[src/rtl/demo_pkg.sv]
// Shared types and constants for the demo song recorder.
// Voice word layout (16 bits, MSB first): pitch[11:0], vol[1:0], wave[1:0].
package demo_pkg;

    localparam int DEMO_NUM_CH  = 25;
    localparam int DEMO_PITCH_W = 12;
    localparam int DEMO_VOICES  = 6;
    localparam int DEMO_WORD_W  = 96;

    typedef struct packed {
        logic [11:0] pitch;
        logic [1:0]  vol;
        logic [1:0]  wave;
    } demo_voice_t;

    typedef enum logic [1:0] {
        IDLE,
        RECORD,
        DONE
    } demo_enc_state_t;

    // Collapse a 4-channel enable group into a 2-bit volume code.
    // Bit 2 of the group never influences the code.
    function automatic logic [1:0] encode_vol(input logic [3:0] ena);
        logic [1:0] code;
        if (ena[3])      code = 2'd3;
        else if (ena[1]) code = 2'd2;
        else if (ena[0]) code = 2'd1;
        else             code = 2'd0;
        return code;
    endfunction

endpackage

[src/rtl/demo_tick_gen.sv]
// Tempo tick generator: free-running 0..DIV-1 counter with synchronous
// clear and enable; tick is high in the cycle the enabled counter sits at 0.
module demo_tick_gen #(
    parameter int  DIV = 100,
    localparam int CW  = (DIV > 1) ? $clog2(DIV) : 1
) (
    input  logic clk,
    input  logic rst,
    input  logic clr,
    input  logic en,
    output logic tick
);

    logic [CW-1:0] cnt_q, cnt_d;

    // Next count: clear wins, then wrap at DIV-1 while enabled.
    always_comb begin
        cnt_d = cnt_q;
        if (clr)
            cnt_d = '0;
        else if (en)
            cnt_d = (cnt_q == CW'(DIV - 1)) ? '0 : cnt_q + CW'(1);
    end

    // Counter register, async active-low reset.
    always_ff @(posedge clk or negedge rst) begin
        if (!rst) cnt_q <= '0;
        else      cnt_q <= cnt_d;
    end

    assign tick = en && !clr && (cnt_q == '0);

endmodule

[src/rtl/demo_encoder.sv]
// Demo song recorder: once per tempo tick, packs six voices (channels
// 0,4,...,20) of the live channel bus into a 96-bit word and issues a
// single-cycle memory write. Channel 24 and non-base channels are ignored.
// Build option DEMO_ENCODER_LOOP_EN: wrap the address and keep recording
// until stop, with rec_length saturating at DEMO_SONG_LENGTH.
module demo_encoder
    import demo_pkg::*;
#(
    parameter int  DEMO_SONG_LENGTH = 128,
    parameter int  DEMO_CLK_DIVIDE  = 100,
    localparam int AW = $clog2(DEMO_SONG_LENGTH),
    localparam int LW = AW + 1
) (
    input  logic                                clk,
    input  logic                                rst,
    input  logic                                start,
    input  logic                                stop,
    input  logic [DEMO_NUM_CH*DEMO_PITCH_W-1:0] live_pitches,
    input  logic [DEMO_NUM_CH-1:0]              live_channel_ena,
    input  logic [DEMO_NUM_CH*2-1:0]            live_waveforms,
    output logic                                wr_en,
    output logic [AW-1:0]                       wr_addr,
    output logic [DEMO_WORD_W-1:0]              wr_data,
    output logic                                busy,
    output logic                                done,
    output logic [LW-1:0]                       rec_length
);

    localparam int            C         = DEMO_PITCH_W;
    localparam logic [AW-1:0] LAST_ADDR = AW'(DEMO_SONG_LENGTH - 1);
    localparam logic [LW-1:0] FULL_LEN  = LW'(DEMO_SONG_LENGTH);

    demo_enc_state_t        state_q, state_d;
    logic [AW-1:0]          ptr_q, ptr_d;
    logic                   wr_en_q, wr_en_d;
    logic [AW-1:0]          wr_addr_q, wr_addr_d;
    logic [DEMO_WORD_W-1:0] wr_data_q, wr_data_d;
    logic [LW-1:0]          rec_len_q, rec_len_d;
    logic                   busy_q, busy_d;
    logic                   done_q, done_d;
    logic                   tick;
    logic                   tick_en;
    logic [DEMO_WORD_W-1:0] enc_word;
    logic                   unused_inputs;

    // Only the voice base channels feed the word; keep the rest visibly consumed.
    assign unused_inputs = ^{live_pitches, live_channel_ena, live_waveforms};

    // Counter runs only in RECORD and sits at 0 otherwise, so the first
    // RECORD cycle is a sample cycle.
    assign tick_en = (state_q == RECORD);

    demo_tick_gen #(.DIV(DEMO_CLK_DIVIDE)) u_tick (
        .clk  (clk),
        .rst  (rst),
        .clr  (!tick_en),
        .en   (tick_en),
        .tick (tick)
    );

    // Voice k takes base channel 4*(5-k): voice 0 (LSBs) is channel 20.
    for (genvar k = 0; k < DEMO_VOICES; k++) begin : g_voice
        localparam int B = 4 * (DEMO_VOICES - 1 - k);
        demo_voice_t v;
        assign v.pitch = live_pitches[C*B +: C];
        assign v.vol   = encode_vol(live_channel_ena[B +: 4]);
        assign v.wave  = live_waveforms[2*B +: 2];
        assign enc_word[16*k +: 16] = v;
    end

    // FSM next state and write-pipeline update; stop beats a same-cycle sample.
    always_comb begin
        state_d   = state_q;
        ptr_d     = ptr_q;
        wr_en_d   = 1'b0;
        wr_addr_d = wr_addr_q;
        wr_data_d = wr_data_q;
        rec_len_d = rec_len_q;
        case (state_q)
            IDLE, DONE: begin
                if (start) begin
                    state_d   = RECORD;
                    ptr_d     = '0;
                    wr_addr_d = '0;
                    rec_len_d = '0;
                end
            end
            RECORD: begin
                if (stop) begin
                    state_d = DONE;
                end else if (tick) begin
                    wr_en_d   = 1'b1;
                    wr_addr_d = ptr_q;
                    wr_data_d = enc_word;
`ifdef DEMO_ENCODER_LOOP_EN
                    ptr_d = (ptr_q == LAST_ADDR) ? '0 : ptr_q + AW'(1);
                    if (rec_len_q != FULL_LEN)
                        rec_len_d = rec_len_q + LW'(1);
`else
                    rec_len_d = rec_len_q + LW'(1);
                    if (ptr_q == LAST_ADDR)
                        state_d = DONE;
                    else
                        ptr_d = ptr_q + AW'(1);
`endif
                end
            end
            default: state_d = IDLE;
        endcase
        busy_d = (state_d == RECORD);
        done_d = (state_d == DONE);
    end

    // State and registered outputs, async active-low reset.
    always_ff @(posedge clk or negedge rst) begin
        if (!rst) begin
            state_q   <= IDLE;
            ptr_q     <= '0;
            wr_en_q   <= 1'b0;
            wr_addr_q <= '0;
            wr_data_q <= '0;
            rec_len_q <= '0;
            busy_q    <= 1'b0;
            done_q    <= 1'b0;
        end else begin
            state_q   <= state_d;
            ptr_q     <= ptr_d;
            wr_en_q   <= wr_en_d;
            wr_addr_q <= wr_addr_d;
            wr_data_q <= wr_data_d;
            rec_len_q <= rec_len_d;
            busy_q    <= busy_d;
            done_q    <= done_d;
        end
    end

    assign wr_en      = wr_en_q;
    assign wr_addr    = wr_addr_q;
    assign wr_data    = wr_data_q;
    assign busy       = busy_q;
    assign done       = done_q;
    assign rec_length = rec_len_q;

endmodule

[config.mk]
export PLATFORM = sky130hd
export DESIGN_NAME = demo_encoder
export DESIGN_NICKNAME = d
export VERILOG_FILES = /design/src/rtl/demo_pkg.sv /design/src/rtl/demo_tick_gen.sv /design/src/rtl/demo_encoder.sv
export SDC_FILE = /design/constraint.sdc
export NUM_CORES = 1
export LEC_CHECK = 0
export ABC_AREA = 1
export BUFFER_PORTS_ARGS = -buffer_cell sky130_fd_sc_hd__buf_4
export CORE_AREA = 2 2 193 195
export CTS_BUF_LIST = sky130_fd_sc_hd__clkbuf_4 sky130_fd_sc_hd__clkbuf_8
export DETAILED_ROUTE_END_ITERATION = 10
export DIE_AREA = 0 0 195 197
export GPL_TIMING_DRIVEN = 0
export SLEW_MARGIN = 20
export SYNTH_ARGS = -nofsm -noshare
export SYNTH_HDL_FRONTEND = slang
export SYNTH_SLANG_ARGS = --single-unit
[constraint.sdc]
create_clock -name clk -period 1.7 [get_ports clk]
set_clock_uncertainty 0.1 [all_clocks]
set_input_delay 0.17 -clock clk [delete_from_list [all_inputs] [get_ports clk]]
set_output_delay 0.17 -clock clk [all_outputs]
set_load 0.05 [all_outputs]
==> flow_metrics.env, run 1 <==
export IMPL_place_congestion=0.794
export IMPL_slowest_delay_ps=410
export IMPL_synthArstFlopShare_pct=100
export IMPL_instances_no_fill=1474
export IMPL_area_delta_synth_final_pct=77.3
export IMPL_violations="setup timing"
export IMPL_end_kind="flop"
export IMPL_synth_most_common_cell="nand2_1"
export IMPL_cp_start_kind="flop"
export IMPL_whs_ps=111
export IMPL_row_count=70
export IMPL_fin_area_sq_um=9610
export IMPL_syn_area_per_cell_sq_um=8.55
export IMPL_htree_num_levels=4
export IMPL_period_minus_slack_ps=1760
export IMPL_power_frac_seq_pct=29.9
export IMPL_pwr_share_clk_pct=16.0
export IMPL_cts_root_buf="clkbuf_8"
export IMPL_path_cells="inv_2, ha_4, inv_2, nor2_2, nand3_2, inv_4, nand2_8, clkbuf_16, clkbuf_16, nand2_1, nand2_1"
export IMPL_dp_hpwl_mm=15.3
export IMPL_drv_cap=0
export IMPL_hold_path_class="primary input to async pin"
export IMPL_cts_path_max_buffers=2
export IMPL_p_total_mw=16.9
export IMPL_worst_slack_ps=-55.6
export IMPL_dpl_cell_area_sq_um=7690
export IMPL_synth_ff_type="dfrtp_1"
export IMPL_synth_top_cell_by_area="dfrtp_1"
export IMPL_synth_edf_count=0
export IMPL_drt_iter0_drc=203
export IMPL_critical_path_top_delay_family="buffers and inverters"
export IMPL_internal_power_mw=8.46
export IMPL_grt_overflow=0
export IMPL_crit_fanout=7
export IMPL_synth_area_sq_um=5420
export IMPL_power_frac_comb_pct=54.1
export IMPL_power_density_nw_per_um2=1760
export IMPL_setup_violations=61
export IMPL_die_x_microns=195
export IMPL_fin_tns_setup_ps=-1150
export IMPL_grt_use_total_pct=10.9
export IMPL_routed_wl_mm=21.5
export IMPL_synth_seq_cells=130
export IMPL_reg2reg_slack_ps=-60
export IMPL_vias=5446
export IMPL_vdd_drop_max_mv=0.874
export IMPL_slowest_stage="dfrtp_1"
export IMPL_ios=493
export IMPL_grt_pass1_vias=5545
export IMPL_cts_tree="built"
export IMPL_io_buffers=219
export IMPL_synthCells=634
export IMPL_startpoint="u_tick.cnt_q[0]$_DFF_PN0_"
export IMPL_critPathArrivalTime_ps=2000
export IMPL_antenna_found_initial=1
export IMPL_finalMaxSlewViolations=0
export IMPL_switching_share_pct=50.0
export IMPL_clock_sinks=130
export IMPL_grt_max_degree=77
export IMPL_hold_viol_final=0
export IMPL_core_area_sq_um=36300
export IMPL_fin_nets=1375
export IMPL_fin_crit_sh_pct=103
export IMPL_yosys_warnings=0
export IMPL_critPathBufInv=5
export IMPL_place_inst=1322
export IMPL_drc_errors=0
export IMPL_switching_power_mw=8.47
export IMPL_ant_nets=0
export IMPL_vias_per_cell=3.69
export IMPL_worst_pin_slew_ps=457
export IMPL_synth_top_area_share_pct=60.0
export IMPL_place_ws_ps=-383
export IMPL_cts_buffers_inserted=17
export IMPL_clkTransAtPathRegs_ps=80
export IMPL_cp_data_required_time_ps=1950
export IMPL_max_slew_margin_pct=69.5
export IMPL_routedWlPerCell_microns=14.6
export IMPL_leakagePower_nw=4.89
export IMPL_fin_util_pct=26.5
export IMPL_die_area_sq_um=38400
export IMPL_clk_latency_ps=450
export IMPL_start_util_pct=15.0
export IMPL_worst_setup_path_type="flop to flop"
export IMPL_rr_startpoint="u_tick.cnt_q[0]$_DFF_PN0_"
export IMPL_grt_pass1_wl_mm=31.8
export IMPL_first_pass_iters=7
export IMPL_synth_cell_types=24
export IMPL_drive_above_1_share_pct=34.9
export IMPL_fmax_mhz=570
export IMPL_ys_seq_area_share_pct=60.0
export IMPL_status="finished with violations"
export IMPL_yosys_top_cells_area="dfrtp_1, nand2_1, nor2_1"
export IMPL_synth_nets=1017
export IMPL_rsz0062_at_grt="yes"
export IMPL_die_h_microns=197
export IMPL_ys_top_cells_by_count="nand2_1, dfrtp_1, nor2_1"
==> layer usage <==
metal  global-route usage (%)  routed length [microns]  up-vias
met5                        0                        0        -
met4                     5.51                      869        0
met3                     3.37                     1390       34
met2                     18.8                    10600      183
met1                     12.3                     8570     2577
li1                         -                        -     2652
==> power by group through the flow <==
stage / registers (mW) / logic [mW] / clock network [mW]
after floorplan: 8.84 / 1.53 / 0
after global placement: 4.96 / 8.44 / 0
after detailed placement: 4.98 / 8.49 / 0
after CTS: 4.95 / 8.81 / 2.84
after global routing: 5.22 / 9.65 / 2.96
final: 5.06 / 9.16 / 2.72
==> cell families (layout without fill, tap and decap cells) <==
kind of cell	count (synthesis)	count (layout)	synth area share, %
flops	130	130	60.0
buf+inv	54	425	5.65
xor+xnor	7	7	1.13
simple gates	411	411	29.6
other cells	0	1	0
compound gates	28	28	2.68
fa+ha+maj	4	4	0.923
==> registers in the layout, indices dropped and copies added, names as in the netlist <==
register / count
rec_length: 8
wr_en: 1
ptr_q: 7
state_q: 2
done: 1
busy: 1
wr_addr: 7
u_tick.cnt_q: 7
wr_data: 96
==> layout make-up <==
type	instances	area [sq um]
clock buffer	20	263
antenna	1	2.50
timing repair buffer	339	2920
sequential	130	3250
fill	3842	26600
tap	468	586
inverter	30	128
multi-input combinational	450	2070
buffer	24	260
clock inverter	12	130
==> worst paths after layout <==
path,to,cells after the start
max reg2reg,wr_data[16]$_DFFE_PN0P_,11
max,wr_data[16]$_DFFE_PN0P_,11
min in group clk,wr_data[71]$_DFFE_PN0P_,4
min reg2reg,ptr_q[6]$_DFFE_PN0P_,2
min,wr_data[40]$_DFFE_PN0P_,2
max in group asynchronous,wr_data[60]$_DFFE_PN0P_,3
==> cell usage in the layout (no fill, tap or decap), types with 2 or more instances in the layout <==
cell type,n
dfrtp_1,130
nor2_4,3
nor2_1,41
clkbuf_8,18
clkinvlp_4,2
clkbuf_16,4
inv_6,3
buf_8,5
inv_1,23
bufinv_16,2
buf_2,2
nand4_1,2
ha_1,2
o21ai_1,6
clkinv_2,4
nor2_2,2
buf_6,8
o21bai_1,2
inv_2,5
buf_4,231
nand2_1,295
dlygate4sd3_1,107
a21oi_1,2
nand2_4,10
buf_12,3
o21ai_0,17
xor2_1,5
nand3_1,17
nand2_2,33
clkbuf_4,4
xnor2_1,2
or2_2,3
==> repair_timing <==
item                                    4_1_cts  5_1_grt
endpoints found under the hold margin       230        0
hold buffers                                107        0
resized for setup                            15       86
endpoints found under the setup margin      108      123
setup buffers                                 4        4
cloned                                        0        4
pin swaps                                     0       33
Note: power is estimated with default switching activity, not from simulation.
==> run 2: changes to the inputs <==
- BUFFER_PORTS_ARGS: -buffer_cell sky130_fd_sc_hd__buf_4 -> -buffer_cell sky130_fd_sc_hd__buf_2
==> flow_metrics.env, run 2 (same netlist as run 1, synthesis figures left out) <==
export IMPL_setup_violations=87
export IMPL_row_count=70
export IMPL_place_congestion=0.781
export IMPL_die_area_sq_um=38400
export IMPL_fin_nets=1391
export IMPL_hold_path_class="primary input to async pin"
export IMPL_cts_path_max_buffers=2
export IMPL_leakagePower_nw=5.06
export IMPL_finalMaxSlewViolations=0
export IMPL_cts_buffers_inserted=17
export IMPL_status="finished with violations"
export IMPL_cts_root_buf="clkbuf_8"
export IMPL_power_frac_seq_pct=29.9
export IMPL_vias_per_cell=3.74
export IMPL_whs_ps=91.9
export IMPL_switching_share_pct=51.7
export IMPL_end_kind="flop"
export IMPL_rr_startpoint="u_tick.cnt_q[1]$_DFF_PN0_"
export IMPL_worst_pin_slew_ps=461
export IMPL_first_pass_iters=4
export IMPL_internal_power_mw=8.03
export IMPL_die_h_microns=197
export IMPL_ant_nets=0
export IMPL_core_area_sq_um=36300
export IMPL_drv_cap=0
export IMPL_drive_above_1_share_pct=40.3
export IMPL_r2r_cells=11
export IMPL_area_delta_synth_final_pct=77.2
export IMPL_grt_max_degree=77
export IMPL_antenna_found_initial=1
export IMPL_mostFrequentLayoutCell="nand2_1"
export IMPL_io_buffers=219
export IMPL_largest_reg_flops=96
export IMPL_worst_slack_ps=-64.5
export IMPL_grt_overflow=0
export IMPL_drc_errors=0
export IMPL_clkTransAtPathRegs_ps=90
export IMPL_grt_use_total_pct=10.9
export IMPL_max_slew_margin_pct=69.3
export IMPL_die_x_microns=195
export IMPL_hold_viol_final=0
export IMPL_cp_data_required_time_ps=1940
export IMPL_rsz0062_at_grt="yes"
export IMPL_drt_iter0_drc=270
export IMPL_routedWlPerCell_microns=15.0
export IMPL_clock_sinks=130
export IMPL_fmax_mhz=567
export IMPL_cp_start_kind="flop"
export IMPL_startpoint="u_tick.cnt_q[1]$_DFF_PN0_"
export IMPL_violations="setup timing"
export IMPL_grt_pass1_vias=5402
export IMPL_vias=5570
export IMPL_reg2reg_slack_ps=-60
export IMPL_htree_num_levels=4
export IMPL_power_frac_comb_pct=53.4
export IMPL_cts_tree="built"
export IMPL_layout_common_cells="nand2_1, buf_2, dfrtp_1"
export IMPL_endpoint="wr_data[16]$_DFFE_PN0P_"
export IMPL_worst_setup_path_type="flop to flop"
export IMPL_start_util_pct=15.0
export IMPL_period_minus_slack_ps=1760
export IMPL_switching_power_mw=8.61
export IMPL_r2r_end="wr_data[16]$_DFFE_PN0P_"
export IMPL_fin_tns_setup_ps=-2110
export IMPL_grt_pass1_wl_mm=31.5
export IMPL_fin_crit_sh_pct=104
export IMPL_pwr_share_clk_pct=16.7
export IMPL_critPathArrivalTime_ps=2010
export IMPL_power_density_nw_per_um2=1730
export IMPL_clk_latency_ps=460
export IMPL_ios=493
export IMPL_crit_fanout=10
export IMPL_vdd_drop_max_mv=0.846
export IMPL_routed_wl_mm=22.4
export IMPL_dp_hpwl_mm=14.9
[run 2: layout make-up]
cell class | count | area, sq um
Multi-Input combinational cell | 450 | 2270
Tap cell | 468 | 586
Clock inverter | 11 | 128
Timing Repair inverter | 2 | 46.3
Timing Repair Buffer | 353 | 2600
Fill cell | 3814 | 26700
Antenna cell | 1 | 2.50
Buffer | 24 | 322
Sequential cell | 130 | 3250
Inverter | 30 | 128
Clock buffer | 21 | 277
[run 2: per-stage QoR]
stage / utilization (%) / power [mW] / setup slack [ps] / cell area [sq um] / cells
6_report: 26.5 / 16.6 / -64.5 / 9610 / 1490
5_1_grt: 26.5 / 17.5 / -144 / 9610 / 1489
4_1_cts: 24.5 / 16.0 / -30.8 / 8880 / 1473
3_5_place_dp: 19.7 / 12.7 / -491 / 7140 / 1322
3_3_place_gp: 19.6 / 12.6 / -1530 / 7100 / 1321
2_1_floorplan: - / 10.4 / 94.6 / 5420 / 634
[run 2: worst max-delay path, cell delays in order (launching register included)]
cell and delay (ps):
dfrtp_1 400, inv_2 90, ha_4 130, inv_2 30, nor2_2 110, nand3_2 110
inv_4 110, nand2_8 100, buf_12 180, buf_8 140, nand2_1 60, nand2_1 70
[run 2: layer usage]
metal | GRT usage [%] | wire [microns]
met1 | 12.5 | 9010
met2 | 18.9 | 11300
met3 | 3.35 | 1270
met4 | 4.55 | 818
met5 | 0 | 0
[run 2: worst min-delay path by stage]
stage	from	slack, ps	end	depth (start not counted)
after floorplan	rst	-230	busy$_DFF_PN0_	0
after global placement	live_pitches[153]	270	wr_data[45]$_DFFE_PN0P_	3
after detailed placement	rst	10	wr_data[36]$_DFFE_PN0P_	1
after CTS	rst	90	wr_data[36]$_DFFE_PN0P_	2
after global routing	rst	110	wr_data[36]$_DFFE_PN0P_	2
final	rst	90	wr_data[36]$_DFFE_PN0P_	2
[run 2: power groups by stage]
stage          Sequential [mW]  Clock (mW)  Combinational (mW)
5_1_grt                   5.12        3.01                9.39
3_3_place_gp              4.90           0                7.68
3_5_place_dp              4.92           0                7.73
6_report                  4.97        2.78                8.88
4_1_cts                   4.89        2.89                8.20
2_1_floorplan             8.84           0                1.53
[run 2: timing repair]
| item | CTS | global route |
|---|---|---|
| gates resized for setup | 36 | 143 |
| buffers inserted | 7 | 6 |
| hold buffers | 110 | 0 |
| gates cloned | 2 | 10 |
| endpoints found under the hold margin | 230 | 0 |
| pin swaps | 0 | 34 |
| endpoints found under the setup margin | 108 | 123 |
